==> src/rtl/prog_counter_pkg.sv <==
// Shared encodings for the programmable counter: operating modes and the
// one-shot state machine states.
package prog_counter_pkg;

   // Operating modes carried on the 2-bit mode port; 2'b11 is reserved and
   // behaves as wrap.
   localparam logic [1:0] MODE_WRAP    = 2'b00;
   localparam logic [1:0] MODE_SAT     = 2'b01;
   localparam logic [1:0] MODE_ONESHOT = 2'b10;

   // One-shot sequencing states.
   typedef enum logic [1:0] {
      IDLE = 2'd0,
      RUN  = 2'd1,
      DONE = 2'd2
   } state_e;

endpackage

==> src/rtl/prog_counter_prescaler.sv <==
// Prescaler: produces one tick every div+1 enabled cycles. The count only
// advances while en is high, and restart forces it back to zero so a clear,
// load or one-shot start begins a fresh prescale period.
module prescaler #(
   parameter int unsigned DIV_WIDTH = 4
) (
   input  logic                 clock,
   input  logic                 reset_n,
   input  logic                 en,
   input  logic                 restart,
   input  logic [DIV_WIDTH-1:0] div,
   output logic                 tick
);

   logic [DIV_WIDTH-1:0] cnt_q;
   logic [DIV_WIDTH-1:0] cnt_d;

   // Next prescale count; a count above a newly lowered div folds back to 0
   // instead of running all the way around the counter range.
   always_comb begin
      cnt_d = cnt_q;
      if (restart) begin
         cnt_d = '0;
      end else if (en) begin
         cnt_d = (cnt_q >= div) ? '0 : cnt_q + DIV_WIDTH'(1);
      end
   end

   // Prescale count register with asynchronous reset.
   always_ff @(posedge clock or negedge reset_n) begin
      if (!reset_n) begin
         cnt_q <= '0;
      end else begin
         cnt_q <= cnt_d;
      end
   end

   assign tick = en && (cnt_q == div);

endmodule

==> src/rtl/prog_counter.sv <==
// Programmable up/down counter with prescaler, wrap/saturate/one-shot modes,
// synchronous clear and load, and a registered terminal-count pulse.
module prog_counter
   import prog_counter_pkg::*;
#(
   parameter int unsigned WIDTH     = 8,
   parameter int unsigned DIV_WIDTH = 4
) (
   input  logic                 clock,
   input  logic                 reset_n,
   input  logic                 en,
   input  logic                 clear,
   input  logic                 load,
   input  logic [WIDTH-1:0]     load_val,
   input  logic [WIDTH-1:0]     limit,
   input  logic                 dir,
   input  logic [1:0]           mode,
   input  logic                 start,
   input  logic [DIV_WIDTH-1:0] div,
   output logic [WIDTH-1:0]     out,
   output logic                 tc,
   output logic                 busy
);

   logic [WIDTH-1:0] out_q, out_d;
   logic             tc_q, tc_d;
   state_e           state_q, state_d;

   logic             tick;
   logic             restart;
   logic             is_sat;
   logic             is_oneshot;
   logic [WIDTH-1:0] term_val;
   logic [WIDTH-1:0] step_val;
   logic             at_term;

   prescaler #(
      .DIV_WIDTH(DIV_WIDTH)
   ) u_prescaler (
      .clock  (clock),
      .reset_n(reset_n),
      .en     (en),
      .restart(restart),
      .div    (div),
      .tick   (tick)
   );

   assign is_sat     = (mode == MODE_SAT);
   assign is_oneshot = (mode == MODE_ONESHOT);

   // Terminal value and the candidate result of one step in the current
   // direction; an out above limit folds to 0 going up.
   always_comb begin
      term_val = dir ? limit : '0;
      if (dir) begin
         step_val = (out_q >= limit) ? '0 : out_q + WIDTH'(1);
      end else begin
         step_val = (out_q == '0) ? limit : out_q - WIDTH'(1);
      end
      at_term = (step_val == term_val);
   end

   // Next count, pulse and one-shot state, in priority order
   // clear > load > start > step. Leaving one-shot mode drops back to IDLE.
   always_comb begin
      out_d   = out_q;
      tc_d    = 1'b0;
      restart = 1'b0;
      state_d = is_oneshot ? state_q : IDLE;
      if (clear) begin
         out_d   = '0;
         restart = 1'b1;
         state_d = IDLE;
      end else if (load) begin
         out_d   = load_val;
         restart = 1'b1;
      end else if (is_oneshot && start && (state_q != RUN)) begin
         out_d   = dir ? '0 : limit;
         restart = 1'b1;
         state_d = RUN;
      end else if (tick) begin
         if (is_oneshot) begin
            if (state_q == RUN) begin
               out_d = step_val;
               tc_d  = at_term;
               if (at_term) begin
                  state_d = DONE;
               end
            end
         end else if (!(is_sat && (out_q == term_val))) begin
            out_d = step_val;
            tc_d  = at_term;
         end
      end
   end

   // Count, pulse and state registers; reset abandons any operation.
   always_ff @(posedge clock or negedge reset_n) begin
      if (!reset_n) begin
         out_q   <= '0;
         tc_q    <= 1'b0;
         state_q <= IDLE;
      end else begin
         out_q   <= out_d;
         tc_q    <= tc_d;
         state_q <= state_d;
      end
   end

   assign out  = out_q;
   assign tc   = tc_q;
   assign busy = is_oneshot ? (state_q == RUN) : en;

endmodule

==> config.mk <==
export PLATFORM = sky130hd
export DESIGN_NAME = prog_counter
export DESIGN_NICKNAME = d
export VERILOG_FILES = /design/src/rtl/prog_counter_pkg.sv /design/src/rtl/prog_counter_prescaler.sv /design/src/rtl/prog_counter.sv
export SDC_FILE = /design/constraint.sdc
export NUM_CORES = 1
export LEC_CHECK = 0
export BUFFER_PORTS_ARGS = -buffer_cell sky130_fd_sc_hd__buf_2
export CAP_MARGIN = 0
export CORE_ASPECT_RATIO = 0.75
export CORE_MARGIN = 2
export CORE_UTILIZATION = 45
export DETAILED_ROUTE_END_ITERATION = 16
export MAX_ROUTING_LAYER = met4
export PLACE_DENSITY = 0.7
export SYNTH_ARGS = -nofsm -noshare
export SYNTH_HDL_FRONTEND = slang
export SYNTH_SLANG_ARGS = --single-unit
==> constraint.sdc <==
create_clock -name clock -period 4.3 [get_ports clock]
set_input_delay 0.86 -clock clock [delete_from_list [all_inputs] [get_ports clock]]
set_output_delay 0.86 -clock clock [all_outputs]
set_load 0.005 [all_outputs]
==> results.yml <==
run_status:
  status: "finished, final reports clean"
yosys:
  ys_types: 60
  yosys.area.top_type: "dfrtp_1"
  syn_avg_cell_area_um2: 7.59
  ys_warn_count: 0
  synth-seq-area-share_pct: 18.0
  synth_area_leaders: "dfrtp_1, ha_1, o21ai_0, nor2_1, mux2i_1"
  ys_ff_latch: 15
  synth_nets: 319
  synthesis.area_mm2: 0.00209
  syn-instance-count: 275
  async_flop_share_pct: 100
  yosysTopAreaCellShare_pct: 18.0
  ys.flop_type: "dfrtp_1"
  synth_edf_count: 0
finish:
  layout_commonest_cell: "buf_2"
  num_antenna_cells: 0
  nNetsFinal: 344
  nFillCells: 426
  final_cell_mix: "buf_2, nor2_1, o21ai_0"
  drive_gt1_share_pct: 19.1
  areaGrowthSynthToFinish_pct: 10.1
timing:
  slew_violations: 0
  hold_slack_ps: 507
  fin_skew_ps: 1.28
  timing.fmax_ghz: 0.289
  period_needed_ps: 3450
  rsz0062_at_grt: "no"
  slew_headroom_pct: 32.3
  worst_pin_slew_ps: 990
  hold_viol: 0
  fin_crit_sh_pct: 80.3
  setup_tns_ps: 0
  finalSetupViolCount: 0
power:
  pwr-share-comb_pct: 46.1
  p_sw_share_pct: 42.0
  p_per_area_mw_per_mm2: 240
  ir_drop_mv: 0.104
  intPower_w: 0.000320
  power_frac_clock_pct: 21.8
  p_switching_w: 0.000232
  seqPwrFrac_pct: 32.1
  p_leak_nw: 1.09
worst_setup_path:
  r2r-end: "tc"
  critical_path_class: "flip-flop to flip-flop"
  critical_path.max_fanout: 13
  r2r_setup_slack_ps: 850
  cp-end-kind: "flip-flop"
  arrival_ps: 3610
  startpoint_type: "flip-flop"
  r2r-start: "out[0]"
  reg2reg_depth: 10
  required_ps: 4460
route:
  vias: 2164
  drt-initial-drc-count: 260
  wl_um: 6020
  post-route-drc-count: 0
  firstDrtPassIters: 5
  detail-route-antenna-nets: 0
  routedWlPerCell_um: 16.9
  viasPerCell: 6.08
clocking:
  cts_repair_resize_count: 0
  path_clk_slew_ps: 60
  clk_path_buf_depth: 2
  htreeDepth: 1
  clock-sinks: 15
  cts_buffers: 3
  insertion_delay_ps: 260
  ctsRootBufferMaster: "clkbuf_8"
  cts_hold_repair.buffers: 0
  cts_tree: "yes"
  post_cts_buffers: 0
grt:
  antenna_found_initial: 0
  grt_pass1_wl_um: 9920
  grt_usage_pct: 25.4
  grt_pass1_vias: 1896
  grt_max_degree: 22
  overflow: 0
floorplanning:
  die_h_um: 63.0
  row_count: 21
  die_area_mm2: 0.00521
  coreArea_mm2: 0.00447
  ios: 39
  initial_core_util_pct: 46.8
  dieWidth_um: 82.7
job:
  maxCapViolCount: 0
hold_path:
  hp-class: "primary input to asynchronous set/reset pin"
placement:
  gp_congestion: 0.958
  dp_hpwl_um: 4530
  io_buffers: 38
-- worst max-delay path: stages (launching register included) --
cell and delay, ps:
dfrtp_1 640, inv_1 200, ha_1 310, nand2b_1 140
a2111oi_4 90, o31ai_2 840, nor2_1 160, mux2_2 330
nor3_1 220, nand3_1 130, nor4b_1 280
-- how the worst max path moves through the flow --
stage / slack [ps] / to / startpoint
2_1_floorplan: 1170 / state_q[0] / limit[5]
3_3_place_gp: 720 / tc / limit[6]
3_5_place_dp: 610 / tc / limit[6]
4_1_cts: 880 / tc / limit[6]
5_1_grt: 550 / tc / out[2]
6_report: 850 / tc / out[0]
-- metal layers --
metal	track usage (%)	wire length (µm)	vias to the layer above
li1	-	-	1045
met1	39.8	2880	997
met2	34.7	2480	111
met3	3.90	580	11
met4	3.69	72	0
met5	-	0	-
-- cell families (layout without fill, tap and decap cells) --
family | Yosys count | count (layout) | share of synthesized area, %
simple gates | 104 | 104 | 25.7
xor+xnor | 17 | 17 | 7.13
compound gates | 74 | 74 | 26.5
buf+inv | 40 | 64 | 8.81
mux | 10 | 10 | 4.85
fa+ha+maj | 15 | 15 | 8.99
flops | 15 | 15 | 18.0
-- state kept, by name, indices dropped and copies added (netlist names) --
| name | flops |
|---|---|
| tc | 1 |
| state_q | 2 |
| out | 8 |
| u_prescaler.cnt_q | 4 |
-- cells in the mapped netlist (2+ instances only) --
library cell and instances:
a211oi_1 2, a211oi_2 2, a21o_1 3, a21oi_1 12
a22oi_1 8, a2bb2oi_1 2, a41oi_1 2, and3_1 6
buf_2 6, buf_6 2, clkbuf_1 9, dfrtp_1 15
ha_1 15, inv_1 20, mux2i_1 9, nand2_1 20
nand2_2 2, nand2b_1 8, nand3_1 14, nor2_1 27
nor2b_1 2, nor3_1 10, nor3b_1 2, nor4_1 3
o21ai_0 21, o22ai_1 2, o311a_1 2, o31ai_1 2
xnor2_1 10, xor2_1 7
-- stage by stage --
step                setup WS (ps)  area [µm²]  total power [W]  utilization (%)  instances
global route                  545        2300         0.000591             51.5        356
CTS                           878        2300         0.000552             51.5        356
global placement              720        2250         0.000427             50.4        352
finish                        845        2300         0.000553             51.5        356
detailed placement            611        2250         0.000429             50.4        352
floorplan                    1170        2090         0.000364                -        275
-- layout make-up --
class                           instances  area (µm²)  share of cell area, %
Tap cell                               57        71.3                   3.10
Inverter                               21        78.8                   3.43
Clock buffer                            3        41.3                   1.80
Clock inverter                          1        5.00                  0.218
Sequential cell                        15         375                   16.3
Multi-Input combinational cell        220        1530                   66.5
Timing Repair Buffer                   39         198                   8.60
-- power by group through the flow --
stage | clock network (W) | logic [W] | registers (W)
final | 0.000121 | 0.000255 | 0.000177
after global routing | 0.000129 | 0.000283 | 0.000179
after CTS | 0.000124 | 0.000252 | 0.000176
after detailed placement | 0 | 0.000250 | 0.000179
after global placement | 0 | 0.000249 | 0.000178
after floorplan | 0 | 0.000205 | 0.000158
Note: power is estimated with default switching activity, not from simulation.
